### src/rtl/fpcvt_pkg.sv
// -----------------------------------------------------------------------------
// fpcvt_pkg
// Shared definitions for the fixed-point to small-float converter.
//   RND_HALF_UP / RND_TRUNC : encodings of the per-sample rounding mode bit
//   calc_emax()             : largest exponent needed for a given input and
//                             significand width
// -----------------------------------------------------------------------------
package fpcvt_pkg;

    localparam logic RND_HALF_UP = 1'b0;
    localparam logic RND_TRUNC   = 1'b1;

    // The input magnitude has DW-1 usable bits; a significand of MW bits
    // therefore needs shifts of 0..DW-1-MW.
    function automatic int calc_emax(input int dw, input int mw);
        return dw - 1 - mw;
    endfunction

endpackage

### src/rtl/fpcvt_lod.sv
// -----------------------------------------------------------------------------
// fpcvt_lod
// Combinational leading-one detector.
//   vec_i   [N-1:0]  : vector to scan
//   pos_o   [PW-1:0] : index of the most significant set bit (0 when none)
//   found_o          : at least one bit of vec_i is set
// -----------------------------------------------------------------------------
module fpcvt_lod #(
    parameter int N  = 12,
    parameter int PW = (N > 1) ? $clog2(N) : 1
) (
    input  logic [N-1:0]  vec_i,
    output logic [PW-1:0] pos_o,
    output logic          found_o
);

    // NOTE: every output of a combinational block gets a default first, so no
    // path leaves it unassigned and no latch is inferred.
    always_comb begin
        pos_o   = '0;
        found_o = 1'b0;
        // Ascending scan: the highest set bit is the last one to win.
        for (int i = 0; i < N; i++) begin
            if (vec_i[i]) begin
                pos_o   = PW'(i);
                found_o = 1'b1;
            end
        end
    end

endmodule

### src/rtl/fpcvt_pipe.sv
// -----------------------------------------------------------------------------
// fpcvt_pipe
// Three-stage converter from a DW-bit two's-complement sample to
// sign / exponent / significand form (magnitude = out_f * 2^out_e).
//   S1: magnitude   S2: leading-one extraction   S3: rounding + saturation
// Ports:
//   clk, rst_n                 : clock, asynchronous active-low reset
//   in_valid/in_ready          : input handshake; in_data sample, in_rnd mode
//   out_valid/out_ready        : output handshake
//   out_s, out_e, out_f        : sign, exponent, significand
//   out_sat                    : result was clamped to the largest value
//   sat_cnt                    : saturating count of transferred clamped results
// The whole pipe moves on a single advance enable, so a downstream stall
// freezes every stage and the input side together.
// -----------------------------------------------------------------------------
module fpcvt_pipe
    import fpcvt_pkg::*;
#(
    parameter int DW = 13,
    parameter int MW = 5,
    parameter int EW = 3
) (
    input  logic          clk,
    input  logic          rst_n,
    input  logic          in_valid,
    output logic          in_ready,
    input  logic [DW-1:0] in_data,
    input  logic          in_rnd,
    output logic          out_valid,
    input  logic          out_ready,
    output logic          out_s,
    output logic [EW-1:0] out_e,
    output logic [MW-1:0] out_f,
    output logic          out_sat,
    output logic [15:0]   sat_cnt
);

    localparam int EMAX = calc_emax(DW, MW);
    localparam int LW   = DW - 1;
    localparam int PW   = (LW > 1) ? $clog2(LW) : 1;

    if (EMAX > (2 ** EW) - 1 || MW >= DW - 1) begin : g_param_check
        $error("fpcvt_pipe: unsupported DW/MW/EW combination");
    end

    localparam logic [EW-1:0] EMAX_E = EW'(EMAX);
    localparam logic [MW-1:0] F_ONES = '1;
    localparam logic [MW-1:0] F_MSB  = MW'(1) << (MW - 1);

    logic advance;

    // Stage 1 registers
    logic          s1_valid_q;
    logic          s1_s_q;
    logic [DW-1:0] s1_mag_q;
    logic          s1_rnd_q;
    logic [DW-1:0] s1_mag_d;

    // Stage 2 registers
    logic          s2_valid_q;
    logic          s2_s_q;
    logic [EW-1:0] s2_e_q, s2_e_d;
    logic [MW-1:0] s2_f_q, s2_f_d;
    logic          s2_rbit_q, s2_rbit_d;
    logic          s2_sat_q, s2_sat_d;
    logic          s2_rnd_q;

    // Stage 3 next-state
    logic [EW-1:0] s3_e_d;
    logic [MW-1:0] s3_f_d;
    logic          s3_sat_d;

    logic [PW-1:0] lod_pos;
    logic          lod_found;

    assign advance  = !out_valid || out_ready;
    assign in_ready = advance;

    // S1: magnitude at full DW width; the most negative input maps to
    // 2^(DW-1), which is the only value with mag[DW-1] set.
    assign s1_mag_d = in_data[DW-1] ? (~in_data + DW'(1)) : in_data;

    // S2: leading-one detection over the DW-1 low magnitude bits.
    fpcvt_lod #(
        .N (LW),
        .PW(PW)
    ) u_lod (
        .vec_i  (s1_mag_q[DW-2:0]),
        .pos_o  (lod_pos),
        .found_o(lod_found)
    );

    always_comb begin
        int            sh;
        logic [DW-1:0] rsh;
        sh        = int'(lod_pos) - MW + 1;
        rsh       = '0;
        s2_e_d    = '0;
        s2_f_d    = s1_mag_q[MW-1:0];
        s2_rbit_d = 1'b0;
        s2_sat_d  = 1'b0;
        if (s1_mag_q[DW-1]) begin
            s2_e_d   = EMAX_E;
            s2_f_d   = F_ONES;
            s2_sat_d = 1'b1;
        end else if (lod_found && int'(lod_pos) >= MW) begin
            // Keep the MW bits starting at the leading one; the next bit
            // below them decides rounding.
            rsh       = s1_mag_q >> (sh - 1);
            s2_e_d    = EW'(sh);
            s2_f_d    = MW'(s1_mag_q >> sh);
            s2_rbit_d = rsh[0];
        end
    end

    // S3: round-half-up on the first dropped bit, carrying into the exponent
    // when the significand overflows, and clamping at the top exponent.
    always_comb begin
        s3_e_d   = s2_e_q;
        s3_f_d   = s2_f_q;
        s3_sat_d = s2_sat_q;
        if (s2_rnd_q == RND_HALF_UP && s2_rbit_q && !s2_sat_q) begin
            if (s2_f_q != F_ONES) begin
                s3_f_d = s2_f_q + MW'(1);
            end else if (s2_e_q < EMAX_E) begin
                s3_f_d = F_MSB;
                s3_e_d = s2_e_q + EW'(1);
            end else begin
                s3_sat_d = 1'b1;
            end
        end
    end

    // NOTE: sequential state uses non-blocking assignments so every register
    // samples the pre-edge values of the others, whatever the statement order.
    always_ff @(posedge clk or negedge rst_n) begin
        if (!rst_n) begin
            s1_valid_q <= 1'b0;
            s1_s_q     <= 1'b0;
            s1_mag_q   <= '0;
            s1_rnd_q   <= 1'b0;
            s2_valid_q <= 1'b0;
            s2_s_q     <= 1'b0;
            s2_e_q     <= '0;
            s2_f_q     <= '0;
            s2_rbit_q  <= 1'b0;
            s2_sat_q   <= 1'b0;
            s2_rnd_q   <= 1'b0;
            out_valid  <= 1'b0;
            out_s      <= 1'b0;
            out_e      <= '0;
            out_f      <= '0;
            out_sat    <= 1'b0;
        end else if (advance) begin
            s1_valid_q <= in_valid;
            s1_s_q     <= in_data[DW-1];
            s1_mag_q   <= s1_mag_d;
            s1_rnd_q   <= in_rnd;
            s2_valid_q <= s1_valid_q;
            s2_s_q     <= s1_s_q;
            s2_e_q     <= s2_e_d;
            s2_f_q     <= s2_f_d;
            s2_rbit_q  <= s2_rbit_d;
            s2_sat_q   <= s2_sat_d;
            s2_rnd_q   <= s1_rnd_q;
            out_valid  <= s2_valid_q;
            out_s      <= s2_s_q;
            out_e      <= s3_e_d;
            out_f      <= s3_f_d;
            out_sat    <= s3_sat_d;
        end
    end

    always_ff @(posedge clk or negedge rst_n) begin
        if (!rst_n) begin
            sat_cnt <= '0;
        end else if (out_valid && out_ready && out_sat && sat_cnt != 16'hFFFF) begin
            sat_cnt <= sat_cnt + 16'd1;
        end
    end

endmodule

### config.mk
export PLATFORM = sky130hd
export DESIGN_NAME = fpcvt_pipe
export DESIGN_NICKNAME = d
export VERILOG_FILES = /design/src/rtl/fpcvt_pkg.sv /design/src/rtl/fpcvt_lod.sv /design/src/rtl/fpcvt_pipe.sv
export SDC_FILE = /design/constraint.sdc
export NUM_CORES = 1
export LEC_CHECK = 0
export CAP_MARGIN = 20
export CORE_MARGIN = 2
export CORE_UTILIZATION = 45
export DETAILED_ROUTE_END_ITERATION = 10
export GPL_ROUTABILITY_DRIVEN = 0
export PLACE_DENSITY = 0.76
export SYNTH_ARGS = -nofsm -noshare
export SYNTH_HDL_FRONTEND = slang
export SYNTH_SLANG_ARGS = --single-unit
export TNS_END_PERCENT = 10
### constraint.sdc
create_clock -name clk -period 3.73 [get_ports clk]
set_input_delay 0.9325 -clock clk [delete_from_list [all_inputs] [get_ports clk]]
set_output_delay 0.9325 -clock clk [all_outputs]
set_load 0.1 [all_outputs]
==> results of run 1 <==
==> registers in the layout, indices dropped and copies added (netlist names) <==
signal and cells:
s1_valid_q 1, out_f 5, s1_mag_q 13, s2_f_q 5, s2_e_q 3, s2_valid_q 1, s2_s_q 1, out_e 3
s2_sat_q 1, s2_rbit_q 1, s1_rnd_q 1, s2_rnd_q 1, out_valid 1, s1_s_q 1, sat_cnt 16, out_s 1
out_sat 1
==> metal layers <==
metal / track usage, % / wire (um) / vias up / part of all wire (%)
li1: - / - / 1493 / -
met1: 25.8 / 3440 / 1429 / 44
met2: 31.0 / 3810 / 101 / 49
met3: 3.42 / 417 / 12 / 5.4
met4: 4.35 / 103 / 0 / 1.3
met5: 0 / 0 / - / 0
==> where the power goes <==
group | internal (mW) | switching [mW]
logic | 0.496 | 0.985
clock network | 0.134 | 0.192
registers | 0.764 | 0.186
total | 1.39 | 1.36
==> synthesized netlist by cell type, types with 5 or more instances <==
| master | instances | share of area, % |
|---|---|---|
| xor2_1 | 9 | 2.2 |
| inv_1 | 9 | 0.96 |
| nand3_1 | 11 | 1.6 |
| nor2_1 | 32 | 3.4 |
| nand2_1 | 63 | 6.7 |
| o21ai_0 | 30 | 4.3 |
| clkbuf_1 | 15 | 1.6 |
| nor2b_1 | 6 | 1.1 |
| nand4_1 | 5 | 0.89 |
| and3_1 | 6 | 1.1 |
| nor4_1 | 6 | 1.1 |
| nand2b_1 | 8 | 1.4 |
| nor3_1 | 6 | 0.85 |
| dfrtp_1 | 56 | 40 |
| a21oi_1 | 21 | 3.0 |
| mux2i_1 | 11 | 3.1 |
| xnor2_1 | 17 | 4.2 |
| o22ai_1 | 5 | 0.89 |
| ha_1 | 11 | 3.9 |
==> worst register-to-register path, delay by kind of cell, from the launching register on <==
kind            cells  cell delay [ns]
compound gates      5             1.17
fa+ha+maj           1             0.18
buf+inv             1             0.27
flops               1             0.46
simple gates        4             1.13
==> cells by family (layout without fill, tap and decap cells) <==
kind of cell | after synthesis | after routing | synth area share [%]
AO/OA/AOI/OAI | 93 | 93 | 17.3
adder cells (fa/ha/maj) | 11 | 11 | 3.91
AND/OR/NAND/NOR | 163 | 163 | 22.9
buffers and inverters | 35 | 72 | 4.55
XOR/XNOR | 26 | 26 | 6.47
flip-flops | 56 | 56 | 39.8
multiplexers | 15 | 15 | 5.05
==> final cells by class <==
cell class,count,area share (%)
Timing Repair Buffer,52,12.1
Sequential cell,56,33.9
Clock buffer,6,1.76
Inverter,12,1.15
Multi-Input combinational cell,308,47.5
Clock inverter,2,0.394
Tap cell,102,3.09
==> metrics by stage <==
stage / utilization (%) / std cells / worst slack [ns] / cell area (sq um)
2_1_floorplan: - / 399 / 0.373 / 3520
3_3_place_gp: 52.8 / 530 / 0.613 / 4040
3_5_place_dp: 52.8 / 530 / 0.477 / 4040
4_1_cts: 54.0 / 538 / 0.463 / 4130
5_1_grt: 54.0 / 538 / 0.212 / 4130
6_report: 54.0 / 538 / 0.378 / 4130
==> path summary, 6_finish.rpt <==
path | from | end | slack (ns) | cells past startpoint
hold / removal | s2_valid_q | out_valid | 0.47 | 1
setup / recovery | s1_mag_q[8] | s2_f_q[3] | 0.38 | 11
setup reg to reg | s1_mag_q[8] | s2_f_q[3] | 0.38 | 11
hold reg to reg | s2_valid_q | out_valid | 0.47 | 1
max in group asynchronous | rst_n | s1_rnd_q | 2.43 | 2
min in group asynchronous | rst_n | out_f[3] | 0.66 | 1
==> results.json, run 1 <==
{
  "via_count": 3035,
  "cts_setup_buffers": 0,
  "ir_worst_vdd_mv": 0.268,
  "cp_slowest_cell": "a2111oi_0",
  "critPathCaptureType": "flip-flop",
  "fp.dieW_um": 92.5,
  "grt_use_total_pct": 18.8,
  "finalCritPeriodShare_pct": 89.9,
  "leakage_nw": 1.75,
  "ys_warn_count": 0,
  "final_cell_mix": "63 x nand2_1, 56 x dfrtp_1, 40 x clkdlybuf4s50_1, 32 x nor2_1, 30 x o21ai_0",
  "synth.avg_cell_area_sq_um": 8.82,
  "cts_buffers": 5,
  "rsz0062_at_grt": "no",
  "clk_path_buf_depth": 2,
  "regArea_sq_um": 1400,
  "grt_pass1_wl_um": 13200,
  "outcome": "finished, final reports clean",
  "cts_tree": "yes",
  "wl_um": 7770,
  "arrival_ns": 3.52,
  "worstMarginPinSlew_ns": 0.974,
  "fin_worst_skew_ns": 0.00869,
  "first_global_vias": 2847,
  "cp-start-kind": "flip-flop",
  "htreeDepth": 2,
  "synth-edff-count": 0,
  "route.detailed.drc": 0,
  "rows": 32,
  "io_buffers": 45,
  "p_per_area_nw_per_um2": 668,
  "drv_slew": 0,
  "syn_to_final_growth_pct": 17.2,
  "multi_input_area_sq_um": 1960,
  "cts-root-buf": "clkbuf_8",
  "maxCapViolations": 0,
  "hpwlAfterDp_um": 5820,
  "postCtsHoldBufs": 0,
  "cts_resized": 0,
  "yosys.cell_types.count": 64,
  "hold_class": "flip-flop to flip-flop",
  "cp_max_fo": 13,
  "hold_viol_final": 0,
  "drive_above_1_share_pct": 8.72,
  "avgRoutedWirePerCell_um": 14.4,
  "fmax_mhz": 298,
  "overflow": 0,
  "setup_viol": 0,
  "ys_seq_elements": 56,
  "ant_nets": 0,
  "core_area_sq_um": 7650,
  "grt_max_degree": 48,
  "critPathBufInv": 1,
  "nNetsFinal": 464,
  "dr.first_iter.drc_count": 272,
  "power.total_mw": 2.76,
  "syn_inst": 399,
  "dieArea_sq_um": 8550,
  "num_io_pins": 46,
  "critPathKind": "flip-flop to flip-flop",
  "async_flop_share_pct": 100,
  "synth_nets": 428,
  "die_h_um": 92.5,
  "worst_hold_slack_ns": 0.473,
  "start_util_pct": 46.0,
  "ys_seq_area_share_pct": 39.8,
  "fin_crit_ns": 3.35,
  "slew_headroom_pct": 34.8,
  "clkTransAtPathRegs_ns": 0.10,
  "clkSinkCount": 56,
  "crit_path_cell_trace": "or2_1 > nor3_2 > nand2_1 > inv_2 > ha_1 > a211oi_1 > o21ai_1 > a31oi_4 > o2bb2ai_1 > a2111oi_0 > nor2_1",
  "via_per_inst": 5.64,
  "grt_antenna_before_repair": 0,
  "max_stage_delay_ns": 0.51,
  "layout_commonest_cell": "nand2_1",
  "n_antenna_cell": 0,
  "crit_family": "compound AO/OA/AOI/OAI gates",
  "fin_setup_tns_ns": 0,
  "syn-cell-area_sq_um": 3520,
  "clock_latency_ns": 0.30,
  "fillCellCount": 697,
  "synthFlopType": "dfrtp_1",
  "cp.required_ns": 3.90,
  "firstDrtPassIters": 4
}
Power figures use the tool's default switching activity.
==> inputs of run 2 (changes only) <==
--- a/config.mk
+++ b/config.mk
@@ -11,6 +11,7 @@
 export DETAILED_ROUTE_END_ITERATION = 10
 export GPL_ROUTABILITY_DRIVEN = 0
 export PLACE_DENSITY = 0.76
+export SETUP_SLACK_MARGIN = 0.15
 export SYNTH_ARGS = -nofsm -noshare
 export SYNTH_HDL_FRONTEND = slang
 export SYNTH_SLANG_ARGS = --single-unit
==> results of run 2 <==
No change in the layout: final DEF, timing and power equal those of run 1.
==> inputs of run 3 (changes only) <==
--- a/config.mk
+++ b/config.mk
@@ -6,11 +6,12 @@
 export NUM_CORES = 1
 export LEC_CHECK = 0
 export CAP_MARGIN = 20
-export CORE_MARGIN = 2
-export CORE_UTILIZATION = 45
+export CORE_MARGIN = 4
+export CORE_UTILIZATION = 56
 export DETAILED_ROUTE_END_ITERATION = 10
 export GPL_ROUTABILITY_DRIVEN = 0
-export PLACE_DENSITY = 0.76
+export MAX_ROUTING_LAYER = met4
+export PLACE_DENSITY = 0.9
 export SETUP_SLACK_MARGIN = 0.15
 export SYNTH_ARGS = -nofsm -noshare
 export SYNTH_HDL_FRONTEND = slang
==> results.json, run 3 (same netlist as run 1, synthesis figures left out) <==
{
  "clock_latency_ns": 0.32,
  "reg_top3": "sat_cnt x16, s1_mag_q x13",
  "n_antenna_cell": 0,
  "route.detailed.drc": 0,
  "cts-root-buf": "clkbuf_8",
  "hold_class": "flip-flop to flip-flop",
  "cts_resized": 0,
  "dieArea_sq_um": 7620,
  "dr.first_iter.drc_count": 336,
  "max_stage_delay_ns": 0.53,
  "first_global_vias": 2931,
  "clk_path_buf_depth": 2,
  "critPathKind": "flip-flop to flip-flop",
  "fillCellCount": 472,
  "syn_to_final_growth_pct": 16.1,
  "fp.dieW_um": 87.3,
  "start_util_pct": 58.4,
  "layout_commonest_cell": "nand2_1",
  "grt_pass1_wl_um": 13600,
  "hpwlAfterDp_um": 5800,
  "slew_headroom_pct": 34.6,
  "fin_setup_tns_ns": 0,
  "avgRoutedWirePerCell_um": 15.6,
  "firstDrtPassIters": 7,
  "overflow": 0,
  "p_per_area_nw_per_um2": 679,
  "r2r_setup_slack_ns": 0.41,
  "via_count": 3100,
  "cts_setup_buffers": 0,
  "cp.required_ns": 3.97,
  "core_area_sq_um": 6030,
  "grt_antenna_before_repair": 0,
  "power.total_mw": 2.77,
  "drive_above_1_share_pct": 8.97,
  "drv_slew": 0,
  "cp-start-kind": "flip-flop",
  "final_cell_mix": "63 x nand2_1, 56 x dfrtp_1, 39 x clkdlybuf4s50_1, 32 x nor2_1, 30 x o21ai_0",
  "clkTransAtPathRegs_ns": 0.10,
  "maxCapViolations": 0,
  "cp_slowest_cell": "or4_1",
  "regMostFlops": "sat_cnt",
  "rows": 28,
  "io_buffers": 45,
  "cts_tree": "yes",
  "outcome": "finished, final reports clean",
  "ant_nets": 0,
  "postCtsHoldBufs": 0,
  "nNetsFinal": 463,
  "leakage_nw": 1.76,
  "cp_max_fo": 13,
  "clkSinkCount": 56,
  "worstMarginPinSlew_ns": 0.978,
  "fin_worst_skew_ns": 0.00473,
  "grt_use_total_pct": 22.9,
  "via_per_inst": 6.08,
  "ir_worst_vdd_mv": 0.488,
  "num_io_pins": 46,
  "cts_buffers": 5,
  "setup_viol": 0,
  "die_h_um": 87.3,
  "finalCritPeriodShare_pct": 89.0,
  "crit_path_cell_trace": "or2_1 > nor3_2 > nand2_1 > inv_2 > ha_1 > a211oi_1 > o21ai_1 > a31oi_4 > or4_1 > o211a_1 > nor3b_2",
  "largest_reg_flops": 16,
  "arrival_ns": 3.56,
  "hold_viol_final": 0,
  "grt_max_degree": 48,
  "wl_um": 7980,
  "critPathCaptureType": "flip-flop",
  "rsz0062_at_grt": "no",
  "fmax_mhz": 301,
  "fin_crit_ns": 3.32,
  "htreeDepth": 2
}
==> run 3: layer usage <==
metal / up-vias / share of wire, % / track usage [%]
met5: - / 0 / -
met4: 0 / 2.3 / 6.97
met3: 22 / 4.9 / 3.69
met2: 111 / 49 / 37.1
met1: 1479 / 44 / 29.5
li1: 1488 / - / -
==> run 3: stage by stage <==
step	util (%)	instances	area, sq um	hold WS, ns	setup WS (ns)
finish	67.8	510	4090	0.469	0.409
floorplan	-	399	3520	0.430	0.373
global route	67.8	510	4090	0.500	0.198
global placement	66.3	502	4000	0.440	0.634
CTS	67.8	510	4090	0.471	0.454
detailed placement	66.3	502	4000	0.447	0.513
==> run 3: critical path, delay by kind of cell (launching register included) <==
| family | cells | cell delay [ns] |
|---|---|---|
| and+or+nand+nor | 5 | 1.66 |
| AOI/OAI and AO/OA | 4 | 0.65 |
| DFF | 1 | 0.47 |
| buffers and inverters | 1 | 0.26 |
| adders and majority gates | 1 | 0.20 |
==> run 3: worst paths after layout <==
| check | from | endpoint | cells past startpoint |
|---|---|---|---|
| setup reg to reg | s1_mag_q[9] | s2_f_q[2] | 11 |
| hold / removal | s2_valid_q | s2_valid_q | 2 |
| setup / recovery | s1_mag_q[9] | s2_f_q[2] | 11 |
| max in group asynchronous | rst_n | s2_valid_q | 2 |
| min in group asynchronous | rst_n | sat_cnt[11] | 1 |
| hold reg to reg | s2_valid_q | s2_valid_q | 2 |
==> run 3: report_power, final <==
group          total, mW  switching (mW)  internal, mW
clock              0.345           0.210         0.135
combinational       1.47           0.982         0.489
sequential         0.956           0.192         0.764
==> run 3: area by class of cell <==
type / count / area [sq um] / share of cell area, %
inverter: 12 / 47.5 / 1.16
sequential: 56 / 1400 / 34.3
timing repair buffer: 51 / 490 / 12.0
tap: 75 / 93.8 / 2.30
clock buffer: 5 / 68.8 / 1.68
clock inverter: 3 / 22.5 / 0.551
multi-input combinational: 308 / 1960 / 48.0
